### src/rtl/multicycle_ctrl_if.sv
// Control bundle between the multicycle controller and the RV32I datapath.
// The controller owns the master side: it reads op/zero/mem_ready and drives every select and strobe.
interface multicycle_ctrl_if;
    logic [6:0] op;
    logic       zero;
    logic       mem_ready;
    logic       PCWrite;
    logic       AdrSrc;
    logic       MemWrite;
    logic       IRWrite;
    logic [1:0] ResultSrc;
    logic [1:0] ALUSrcA;
    logic [1:0] ALUSrcB;
    logic [1:0] ALUOp;
    logic [1:0] ImmSrc;
    logic       RegWrite;
    logic       retire;
    logic       illegal_op;
    logic [3:0] state_dbg;

    modport master (
        input  op, zero, mem_ready,
        output PCWrite, AdrSrc, MemWrite, IRWrite, ResultSrc, ALUSrcA, ALUSrcB,
               ALUOp, ImmSrc, RegWrite, retire, illegal_op, state_dbg
    );

    modport slave (
        output op, zero, mem_ready,
        input  PCWrite, AdrSrc, MemWrite, IRWrite, ResultSrc, ALUSrcA, ALUSrcB,
               ALUOp, ImmSrc, RegWrite, retire, illegal_op, state_dbg
    );
endinterface

### src/rtl/multicycle_ctrl.sv
// Control FSM for the multicycle RV32I core: sequences fetch/decode/execute/memory/writeback,
// stalls on mem_ready and parks in a sticky ILLEGAL state on unknown opcodes.
module multicycle_ctrl (
    input  logic             clk,
    input  logic             rst_n,
    multicycle_ctrl_if.master bus
);
    localparam logic [6:0] OP_LW   = 7'b0000011;
    localparam logic [6:0] OP_SW   = 7'b0100011;
    localparam logic [6:0] OP_R    = 7'b0110011;
    localparam logic [6:0] OP_I    = 7'b0010011;
    localparam logic [6:0] OP_BEQ  = 7'b1100011;
    localparam logic [6:0] OP_JAL  = 7'b1101111;

    typedef enum logic [3:0] {
        S_FETCH    = 4'd0,
        S_DECODE   = 4'd1,
        S_MEMADR   = 4'd2,
        S_MEMREAD  = 4'd3,
        S_MEMWB    = 4'd4,
        S_MEMWRITE = 4'd5,
        S_EXECUTER = 4'd6,
        S_EXECUTEI = 4'd7,
        S_ALUWB    = 4'd8,
        S_BEQ      = 4'd9,
        S_JAL      = 4'd10,
        S_ILLEGAL  = 4'd15
    } state_t;

    function automatic logic [1:0] imm_src_f(input logic [6:0] op_i);
        logic [1:0] imm_v;
        case (op_i)
            OP_SW:   imm_v = 2'b01;
            OP_BEQ:  imm_v = 2'b10;
            OP_JAL:  imm_v = 2'b11;
            default: imm_v = 2'b00;
        endcase
        return imm_v;
    endfunction

    state_t     state_r;
    state_t     next_state_s;
    logic       pc_update_s;
    logic       branch_s;
    logic       adr_src_s;
    logic       mem_write_s;
    logic       ir_write_s;
    logic [1:0] result_src_s;
    logic [1:0] alu_src_a_s;
    logic [1:0] alu_src_b_s;
    logic [1:0] alu_op_s;
    logic       reg_write_s;
    logic       retire_s;
    logic       illegal_s;

    // State register; asynchronous reset returns to FETCH
    always_ff @(posedge clk or negedge rst_n) begin
        if (!rst_n) begin
            state_r <= S_FETCH;
        end else begin
            state_r <= next_state_s;
        end
    end

    // Next-state and per-state datapath controls
    always_comb begin
        next_state_s = state_r;
        pc_update_s  = 1'b0;
        branch_s     = 1'b0;
        adr_src_s    = 1'b0;
        mem_write_s  = 1'b0;
        ir_write_s   = 1'b0;
        result_src_s = 2'b00;
        alu_src_a_s  = 2'b00;
        alu_src_b_s  = 2'b00;
        alu_op_s     = 2'b00;
        reg_write_s  = 1'b0;
        retire_s     = 1'b0;
        illegal_s    = 1'b0;
        case (state_r)
            S_FETCH: begin
                alu_src_b_s  = 2'b10;
                result_src_s = 2'b10;
                ir_write_s   = bus.mem_ready;
                pc_update_s  = bus.mem_ready;
                if (bus.mem_ready) begin
                    next_state_s = S_DECODE;
                end else begin
                    next_state_s = S_FETCH;
                end
            end
            S_DECODE: begin
                alu_src_a_s = 2'b01;
                alu_src_b_s = 2'b01;
                case (bus.op)
                    OP_LW, OP_SW: next_state_s = S_MEMADR;
                    OP_R:         next_state_s = S_EXECUTER;
                    OP_I:         next_state_s = S_EXECUTEI;
                    OP_BEQ:       next_state_s = S_BEQ;
                    OP_JAL:       next_state_s = S_JAL;
                    default:      next_state_s = S_ILLEGAL;
                endcase
            end
            S_MEMADR: begin
                alu_src_a_s = 2'b10;
                alu_src_b_s = 2'b01;
                if (bus.op == OP_LW) begin
                    next_state_s = S_MEMREAD;
                end else begin
                    next_state_s = S_MEMWRITE;
                end
            end
            S_MEMREAD: begin
                adr_src_s = 1'b1;
                if (bus.mem_ready) begin
                    next_state_s = S_MEMWB;
                end else begin
                    next_state_s = S_MEMREAD;
                end
            end
            S_MEMWB: begin
                result_src_s = 2'b01;
                reg_write_s  = 1'b1;
                retire_s     = 1'b1;
                next_state_s = S_FETCH;
            end
            S_MEMWRITE: begin
                adr_src_s   = 1'b1;
                mem_write_s = 1'b1;
                if (bus.mem_ready) begin
                    retire_s     = 1'b1;
                    next_state_s = S_FETCH;
                end else begin
                    next_state_s = S_MEMWRITE;
                end
            end
            S_EXECUTER: begin
                alu_src_a_s  = 2'b10;
                alu_op_s     = 2'b10;
                next_state_s = S_ALUWB;
            end
            S_EXECUTEI: begin
                alu_src_a_s  = 2'b10;
                alu_src_b_s  = 2'b01;
                alu_op_s     = 2'b10;
                next_state_s = S_ALUWB;
            end
            S_ALUWB: begin
                reg_write_s  = 1'b1;
                retire_s     = 1'b1;
                next_state_s = S_FETCH;
            end
            S_BEQ: begin
                alu_src_a_s  = 2'b10;
                alu_op_s     = 2'b01;
                branch_s     = 1'b1;
                retire_s     = 1'b1;
                next_state_s = S_FETCH;
            end
            S_JAL: begin
                alu_src_a_s  = 2'b01;
                alu_src_b_s  = 2'b10;
                pc_update_s  = 1'b1;
                next_state_s = S_ALUWB;
            end
            S_ILLEGAL: begin
                illegal_s    = 1'b1;
                next_state_s = S_ILLEGAL;
            end
            // Unused encodings are treated as a fault and trapped
            default: begin
                next_state_s = S_ILLEGAL;
            end
        endcase
    end

    // Strobes are gated by rst_n so an in-flight write drops as soon as reset asserts
    assign bus.PCWrite    = rst_n & (pc_update_s | (branch_s & bus.zero));
    assign bus.IRWrite    = rst_n & ir_write_s;
    assign bus.MemWrite   = rst_n & mem_write_s;
    assign bus.RegWrite   = rst_n & reg_write_s;
    assign bus.retire     = rst_n & retire_s;
    assign bus.illegal_op = rst_n & illegal_s;
    assign bus.AdrSrc     = adr_src_s;
    assign bus.ResultSrc  = result_src_s;
    assign bus.ALUSrcA    = alu_src_a_s;
    assign bus.ALUSrcB    = alu_src_b_s;
    assign bus.ALUOp      = alu_op_s;
    assign bus.ImmSrc     = imm_src_f(bus.op);
    assign bus.state_dbg  = state_r;
endmodule

### src/flat_wrapper.sv
// flat-port wrapper written by rule: the top's interface ports become plain ports
module multicycle_ctrl_flat 
  (clk, rst_n, bus_op, bus_zero, bus_mem_ready, bus_PCWrite, bus_AdrSrc, bus_MemWrite, bus_IRWrite, bus_ResultSrc, bus_ALUSrcA, bus_ALUSrcB, bus_ALUOp, bus_ImmSrc, bus_RegWrite, bus_retire, bus_illegal_op, bus_state_dbg);
  multicycle_ctrl_if bus_i ();
  input  logic clk;
  input  logic rst_n;
  input wire logic [$bits(bus_i.op)-1:0] bus_op;
  input wire logic [$bits(bus_i.zero)-1:0] bus_zero;
  input wire logic [$bits(bus_i.mem_ready)-1:0] bus_mem_ready;
  output wire logic [$bits(bus_i.PCWrite)-1:0] bus_PCWrite;
  output wire logic [$bits(bus_i.AdrSrc)-1:0] bus_AdrSrc;
  output wire logic [$bits(bus_i.MemWrite)-1:0] bus_MemWrite;
  output wire logic [$bits(bus_i.IRWrite)-1:0] bus_IRWrite;
  output wire logic [$bits(bus_i.ResultSrc)-1:0] bus_ResultSrc;
  output wire logic [$bits(bus_i.ALUSrcA)-1:0] bus_ALUSrcA;
  output wire logic [$bits(bus_i.ALUSrcB)-1:0] bus_ALUSrcB;
  output wire logic [$bits(bus_i.ALUOp)-1:0] bus_ALUOp;
  output wire logic [$bits(bus_i.ImmSrc)-1:0] bus_ImmSrc;
  output wire logic [$bits(bus_i.RegWrite)-1:0] bus_RegWrite;
  output wire logic [$bits(bus_i.retire)-1:0] bus_retire;
  output wire logic [$bits(bus_i.illegal_op)-1:0] bus_illegal_op;
  output wire logic [$bits(bus_i.state_dbg)-1:0] bus_state_dbg;
  assign bus_i.op = bus_op;
  assign bus_i.zero = bus_zero;
  assign bus_i.mem_ready = bus_mem_ready;
  assign bus_PCWrite = bus_i.PCWrite;
  assign bus_AdrSrc = bus_i.AdrSrc;
  assign bus_MemWrite = bus_i.MemWrite;
  assign bus_IRWrite = bus_i.IRWrite;
  assign bus_ResultSrc = bus_i.ResultSrc;
  assign bus_ALUSrcA = bus_i.ALUSrcA;
  assign bus_ALUSrcB = bus_i.ALUSrcB;
  assign bus_ALUOp = bus_i.ALUOp;
  assign bus_ImmSrc = bus_i.ImmSrc;
  assign bus_RegWrite = bus_i.RegWrite;
  assign bus_retire = bus_i.retire;
  assign bus_illegal_op = bus_i.illegal_op;
  assign bus_state_dbg = bus_i.state_dbg;
  multicycle_ctrl u_core (.clk(clk), .rst_n(rst_n), .bus(bus_i));
endmodule
### config.mk
export PLATFORM = sky130hd
export DESIGN_NAME = multicycle_ctrl_flat
export DESIGN_NICKNAME = d
export VERILOG_FILES = /design/src/rtl/multicycle_ctrl_if.sv /design/src/rtl/multicycle_ctrl.sv /design/src/flat_wrapper.sv
export SDC_FILE = /design/constraint.sdc
export NUM_CORES = 1
export LEC_CHECK = 0
export BUFFER_PORTS_ARGS = -buffer_cell sky130_fd_sc_hd__buf_2
export CORE_MARGIN = 2
export CORE_UTILIZATION = 43
export CTS_CLUSTER_SIZE = 16
export DETAILED_ROUTE_END_ITERATION = 7
export HOLD_SLACK_MARGIN = 0.15
export PLACE_DENSITY_LB_ADDON = 0.05
export SLEW_MARGIN = 20
export SYNTH_ARGS = -nofsm -noshare
export SYNTH_HDL_FRONTEND = slang
export SYNTH_SLANG_ARGS = --single-unit
### constraint.sdc
create_clock -name clk -period 1.87 [get_ports clk]
set_clock_uncertainty 0.05 [all_clocks]
set_input_delay 0.374 -clock clk [delete_from_list [all_inputs] [get_ports clk]]
set_output_delay 0.374 -clock clk [all_outputs]
set_load 0.05 [all_outputs]
# Yosys cells after proc, flatten, opt, wreduce, memory -nomap -nowiden
# Index checks and enable logic that the tools add are counted.
[totals]
reg_bits = 4
elab_cells = 57
in_bits = 11
out_inout_bits = 21
[op_classes]
eq_ne = 17
n_mux = 20
bitwise_logic = 8
n_reduce_logical = 11
[op_table]
columns = ["op", "n"]
rows = [
  ["case mux 4 bit (7 select lines)", 1],
  ["case mux 4 bit (5 select lines)", 1],
  ["== test 4 x 3 -> 1 bit (second input constant)", 4],
  ["== test 4 bit (second input constant)", 4],
  ["case mux 2 bit (2 select lines)", 4],
  ["== test 7 x 6 -> 1 bit (second input constant)", 2],
  ["== test 7 bit (second input constant)", 2],
  ["OR reduction 2 bit", 6],
  ["two-way mux 3 bit", 3],
  ["OR reduction 3 bit", 3],
  ["== test 4 x 2 -> 1 bit (second input constant)", 2],
  ["two-way mux 1 bit", 8],
  ["bitwise AND 1 bit", 7],
  ["== test 7 x 2 -> 1 bit (second input constant)", 1],
  ["== test 7 x 5 -> 1 bit (second input constant)", 1],
  ["case mux 2 bit (3 select lines)", 1],
  ["== test 4 x 1 -> 1 bit (second input constant)", 1],
  ["logical NOT 4 bit", 1],
  ["case mux 1 bit (2 select lines)", 2],
  ["OR reduction 4 bit", 1],
  ["OR 1 bit", 1],
]

# Logic depth before layout (Yosys ltp)
# Gate-level depths: netlist of run 1.
[depth]
depth_word = 5
mapped_depth = 5
depth_no_buf = 4

# Least setup slack after synthesis of run 1
# OpenSTA, ideal clock, no wires.
[synth_timing]
kind = "reg-to-output"
startpoint = "register u_core.state_r[1] (netlist: u_core.bus.state_dbg[1])"
endpoint = "output bus_ResultSrc[1]"
path_stages_with_launch = 4
n_path_buf = 2
path_slack_ns = -1.073
t_arrival_ns = 2.519
path_cell_list = "dfrtp_1 > buf_2 > buf_2 > nor4_1"
[synth_between]
elab_chain_cells = 2
[synth_lines]
columns = ["item", "line", "rtl"]
rows = [
  ["start, declared", "multicycle_ctrl.sv:41", "state_t state_r;"],
  ["start signal, assigned", "multicycle_ctrl.sv:61", "state_r <= next_state_s;"],
  ["== test 4 x 3 -> 1 bit or logical NOT 4 bit (tied branches)", "multicycle_ctrl.sv:80", "case (state_r)"],
  ["case mux 2 bit (2 select lines) (*)", "multicycle_ctrl.sv:80", ""],
  ["end, declared", "flat_wrapper.sv:14", "output wire logic [$bits(bus_i.ResultSrc)-1:0] bus_ResultSrc;"],
]
# Every way passes the cells marked *; elsewhere a longest branch is shown, timed or not.

# Worst setup path after layout of run 1
[layout_timing]
startpoint = "register u_core.state_r[3] (netlist: u_core.bus.state_dbg[3])"
endpoint = "output bus_PCWrite"
[layout_between]
elab_chain_cells = 5
[layout_lines]
columns = ["item", "line", "rtl"]
rows = [
  ["== test 4 bit", "multicycle_ctrl.sv:80", ""],
  ["two-way mux 1 bit", "multicycle_ctrl.sv:80", ""],
  ["bitwise AND 1 bit", "multicycle_ctrl.sv:178", "assign bus.PCWrite = rst_n & (pc_update_s | (branch_s & bus.zero));"],
  ["OR 1 bit (*)", "multicycle_ctrl.sv:178", ""],
  ["bitwise AND 1 bit (*)", "multicycle_ctrl.sv:178", ""],
  ["end, declared", "flat_wrapper.sv:10", "output wire logic [$bits(bus_i.PCWrite)-1:0] bus_PCWrite;"],
]
# Marked as above.

==> metrics.txt, run 1 <==
status finished clean; Yosys top cell by area dfrtp_1; CTS max path bufs 2; final worst path period share 99.5%; IO Count 32; register area 105 sq um; Area Growth Syn to Fin 89.8%; root buf cell clkbuf_4; Vias 819; DRC Markers 0; total global routing overflow 0; Synth Cell Area 576 sq um; critical path fanouts, max 5; multi-input logic area 593 sq um; Die Width 40.6 um; Final Max Slew Viols 0; Num CTS Buffers 3; Worst slew margin approximately four fifths; vias per cell 5.65; # rows 13; synth top area cells dfrtp_1 (17%), nor2_1 (10%), nand2_1 (7.8%), a21oi_1 (7.0%), buf_2 (4.3%); Final ANT Viol Nets 0; initial antenna violation count 0; register area share after synthesis 17.4%; unrepaired setup endpoints after global routing true; Required @ worst endpoint between 1000 and 1500 ps; Yosys cell types 33; IO Port Bufs 31; Tot GR Track Use 26.1%; WL/cell 14.1 um; DRT Pass-1 Iters 4; Cells after Synth 91; setup ws final a little over 10 ps; CP Capture Type primary output; crit start category flop; die area 1650 sq um; post-place setup slack 71.7 ps; htree depth 1; fin nets 143; crit path kind reg -> out; Initial Util 45.4%; share of cells above drive strength 1 59.2%; Die Ht 40.6 um; first-pass GRT wire length 2860 um; largest net degree at the start of global routing 16; Final HPWL DP 1400 um; CORE AREA 1270 sq um; Seq cells post-synth 4; # Max-Cap Violations 0; vias in the first global route approximately 660; worst-skew pair later-pin latency 240 ps; # diodes 0; Ys Warns 0; Hold Crit Class in -> reg; Worst EP arrival 1440 ps; syn_nets between 100 and 150; area share of the largest cell type after synthesis 17.4%; Avg Inst Size Synth about 6.3 sq um; Fmax 538 MHz; final WL 2050 um; Fin. Hold Viols 0; CTS tree done; Final min period 1860 ps; GPL Wtd Cong 0.861; Fin Hold WS 418 ps; initial DRC count 10; number of fill cells 75; Clock transition at path regs roughly 40 ps; max FFs per register 4; clock sink count 4; worst slew pin tran 294 ps; setup violators final 0
metrics by stage:
| stage | instance area [sq um] | TNS [ps] | instances | util (%) |
|---|---|---|---|---|
| global placement | 921 | 0 | 139 | 72.6 |
| CTS | 1010 | -40.3 | 144 | 79.4 |
| global route | 1090 | -49.5 | 145 | 86.1 |
| detailed placement | 921 | 0 | 139 | 72.6 |
| finish | 1090 | 0 | 145 | 86.1 |
| floorplan | 734 | -150 | 91 | - |
layout by cell type (no fill, tap or decap), drive strengths merged, types with 4 or more instances in the layout:
cell type / instances
dfrtp: 4
nand2: 12
buf: 40
nor3: 5
a21oi: 8
clkbuf: 4
nor2: 16
inv: 5
cell type report:
class	count	share of cell area, %
flip-flops and latches	4	9.62
well taps	15	1.72
multi-input cells	76	54.3
clock buffers	3	2.06
repair buffers	42	30.6
inverters	5	1.72
timing repair:
item                                    CTS  global route
pin swaps                                 0             2
endpoints found under the setup margin   10            14
gates resized for setup                  17            28
hold endpoints to repair                  4             0
buffers inserted                          1             1
hold buffers                              1             0
routing by layer:
layer / vias up / global-route usage (%) / wire length, um
met1: 384 / 32.4 / 804
met2: 32 / 48.4 / 1140
li1: 403 / - / -
met5: - / 0 / 0
met4: 0 / 0 / 0
met3: 0 / 5.00 / 105
Yosys cell counts:
master and instances:
inv_1 5, a221o_1 1, nand2b_1 3, nor4_1 1, a22oi_1 1, o21bai_1 1, or4_1 1, buf_2 5
o22ai_1 1, o32ai_1 1, xor2_1 2, a31oi_1 1, nor3_1 4, nor3b_1 1, nand4b_1 1, o31a_1 1
nand2_1 12, o311ai_0 1, o21ai_0 3, xnor2_1 2, and3_1 2, a21oi_1 8, nor2_1 16, nand3_1 3
or2_2 1, nor2b_1 2, nor3_2 1, dfrtp_1 4, a21o_1 2, clkbuf_1 1, mux2i_1 1, o221a_1 1
o21a_1 1
kinds of logic (layout without fill, tap and decap cells):
| group | Yosys count | after routing | synth area share [%] |
|---|---|---|---|
| compound gates | 23 | 23 | 26.5 |
| xor+xnor | 4 | 4 | 6.09 |
| buf+inv | 11 | 50 | 8.26 |
| simple gates | 48 | 48 | 40.0 |
| mux | 1 | 1 | 1.74 |
| flops | 4 | 4 | 17.4 |
final timing paths:
path,slack [ps],from,to,cells past startpoint
setup reg to reg,300,u_core.bus.state_dbg[2],u_core.bus.state_dbg[1],6
hold / removal,420,bus_op[4],u_core.bus.state_dbg[1],3
max in group asynchronous,1040,rst_n,u_core.bus.state_dbg[3],2
setup / recovery,10,u_core.bus.state_dbg[3],bus_PCWrite,5
min in group asynchronous,550,rst_n,u_core.bus.state_dbg[1],2
hold reg to reg,590,u_core.bus.state_dbg[1],u_core.bus.state_dbg[2],1
worst max-delay path, stage by stage (launching register included):
cell and delay [ps]:
dfrtp_2 450, nor3b_2 230, a31oi_2 50, o21ai_1 120, and3_4 200, buf_8 140
Power of run 1 is not shown: default switching activity piles up to over one toggle a cycle in this logic, so the estimate is an artifact.
==> run 2: changes to the inputs <==
--- a/config.mk
+++ b/config.mk
@@ -8,6 +8,6 @@
 export BUFFER_PORTS_ARGS = -buffer_cell sky130_fd_sc_hd__buf_2
-export CORE_MARGIN = 2
-export CORE_UTILIZATION = 43
+export CORE_AREA = 2 2 39 41
 export CTS_CLUSTER_SIZE = 16
 export DETAILED_ROUTE_END_ITERATION = 7
+export DIE_AREA = 0 0 41 43
 export HOLD_SLACK_MARGIN = 0.15
==> constraint.sdc (replaced) <==
create_clock -name clk -period 2.4 [get_ports clk]
set_clock_uncertainty 0.05 [all_clocks]
set_input_delay 0.72 -clock clk [delete_from_list [all_inputs] [get_ports clk]]
set_output_delay 0.72 -clock clk [all_outputs]
set_load 0.05 [all_outputs]
==> metrics.txt, run 2 (synthesized netlist as in run 1, its figures left out) <==
status finished clean; commonest cells after routing, fill and taps aside buf_2 (29), buf_4 (13), nand2_1 (12); most common cell after layout, fill and taps aside buf_2; WL/cell 12.3 um; vias in the first global route 653; Area Growth Syn to Fin 67.4%; DRC Markers 0; Placed Cells 142; first-pass GRT wire length roughly 2600 um; fin util 69.6%; htree depth 1; # rows 14; final WL 1820 um; final worst path period share between 90% and 100%; Hold-fix buffers, CTS 0; Fin Hold WS 263 ps; Vias between 800 and 900; critical path fanouts, max 13; max FFs per register 4; crit start category flop; Fin. Hold Viols 0; Die Ht 43 um; Finished Layout Cells ~150; GPL Wtd Cong ~0.83; Num CTS Buffers 3; post-place setup slack -49.9 ps; Die Width 41 um; R2R Path End u_core.bus.state_dbg[1]; Hold Crit Class in -> async; IO Count 32; # Max-Cap Violations 0; root buf cell clkbuf_4; R2R setup slack 830 ps; CTS tree done; IO Port Bufs 31; CORE AREA between 1000 and 1500 sq um; crit path kind reg -> out; Tot GR Track Use 21.2%; Final ANT Viol Nets 0; Final Max Slew Viols 0; Initial Util approximately two fifths; total global routing overflow 0; setup violators final 0; Clock transition at path regs approximately 40 ps; Worst R2R Start u_core.bus.state_dbg[2]; number of fill cells 128; CTS max path bufs 2; clock sink count 4; die area 1760 sq um; Final min period ~2300 ps; worst slew pin tran 391 ps; # diodes 0; fin nets 145; largest net degree at the start of global routing 17; setup ws final 62.2 ps; Worst slew margin between 70% and 80%; Final HPWL DP 1340 um; CP Capture Type primary output; worst-skew pair later-pin latency 240 ps; Fmax 428 MHz; share of cells above drive strength 1 51.5%; Required @ worst endpoint 1630 ps; Reg2Reg Depth 6; Worst EP arrival between 1500 and 2000 ps; vias per cell between 5 and 6; initial DRC count 35; DRT Pass-1 Iters 4; initial antenna violation count 0
[run 2: per-stage QoR]
| step | area (sq um) | setup TNS (ps) |
|---|---|---|
| after detailed placement | 893 | -58.6 |
| after global routing | 963 | -6.01 |
| final | 963 | 0 |
| after CTS | 925 | 0 |
| after global placement | 893 | -65.7 |
| after floorplan | 672 | -208 |
[run 2: worst max path at each step]
stage | from | end | slack [ps] | cells past startpoint
after floorplan | u_core.bus.state_dbg[1] | bus_ALUSrcB[1] | -180 | 4
after global placement | bus_op[4] | bus_ImmSrc[1] | -70 | 5
after detailed placement | bus_op[4] | bus_ImmSrc[1] | -50 | 5
after CTS | u_core.bus.state_dbg[0] | bus_ALUSrcA[0] | 10 | 5
after global routing | u_core.bus.state_dbg[1] | bus_ALUSrcA[0] | -6 | 5
final | u_core.bus.state_dbg[0] | bus_ALUSrcA[0] | 60 | 5
[run 2: repair_timing]
item	in CTS	in global routing
setup buffers	0	3
pin swaps	0	0
resized for setup	3	5
endpoints found under the setup margin	2	4
[run 2: area by class of cell]
| cell class | instances | area [sq um] | area share [%] |
|---|---|---|---|
| timing repair buffer | 44 | 265 | 27.5 |
| multi-input combinational | 76 | 532 | 55.2 |
| sequential | 4 | 105 | 10.9 |
| clock buffer | 3 | 22.5 | 2.34 |
| inverter | 5 | 18.8 | 1.95 |
| tap | 16 | 20.0 | 2.08 |
[run 2: worst max-delay path, cell delays in order, from the launching register on]
cell and delay, ps:
dfrtp_4 550, nor2b_2 190, nand2_1 100, o21a_1 160, nor2_4 70, buf_2 260
[run 2: metal layers]
metal | global-route usage [%] | part of all wire (%) | vias to the layer above
met5 | 0 | 0 | -
met4 | 10.0 | 0.66 | 0
met3 | 3.14 | 5.9 | 2
met2 | 34.4 | 52 | 28
met1 | 25.8 | 41 | 384
li1 | - | - | 404
Power of run 2 is left out for the same reason.
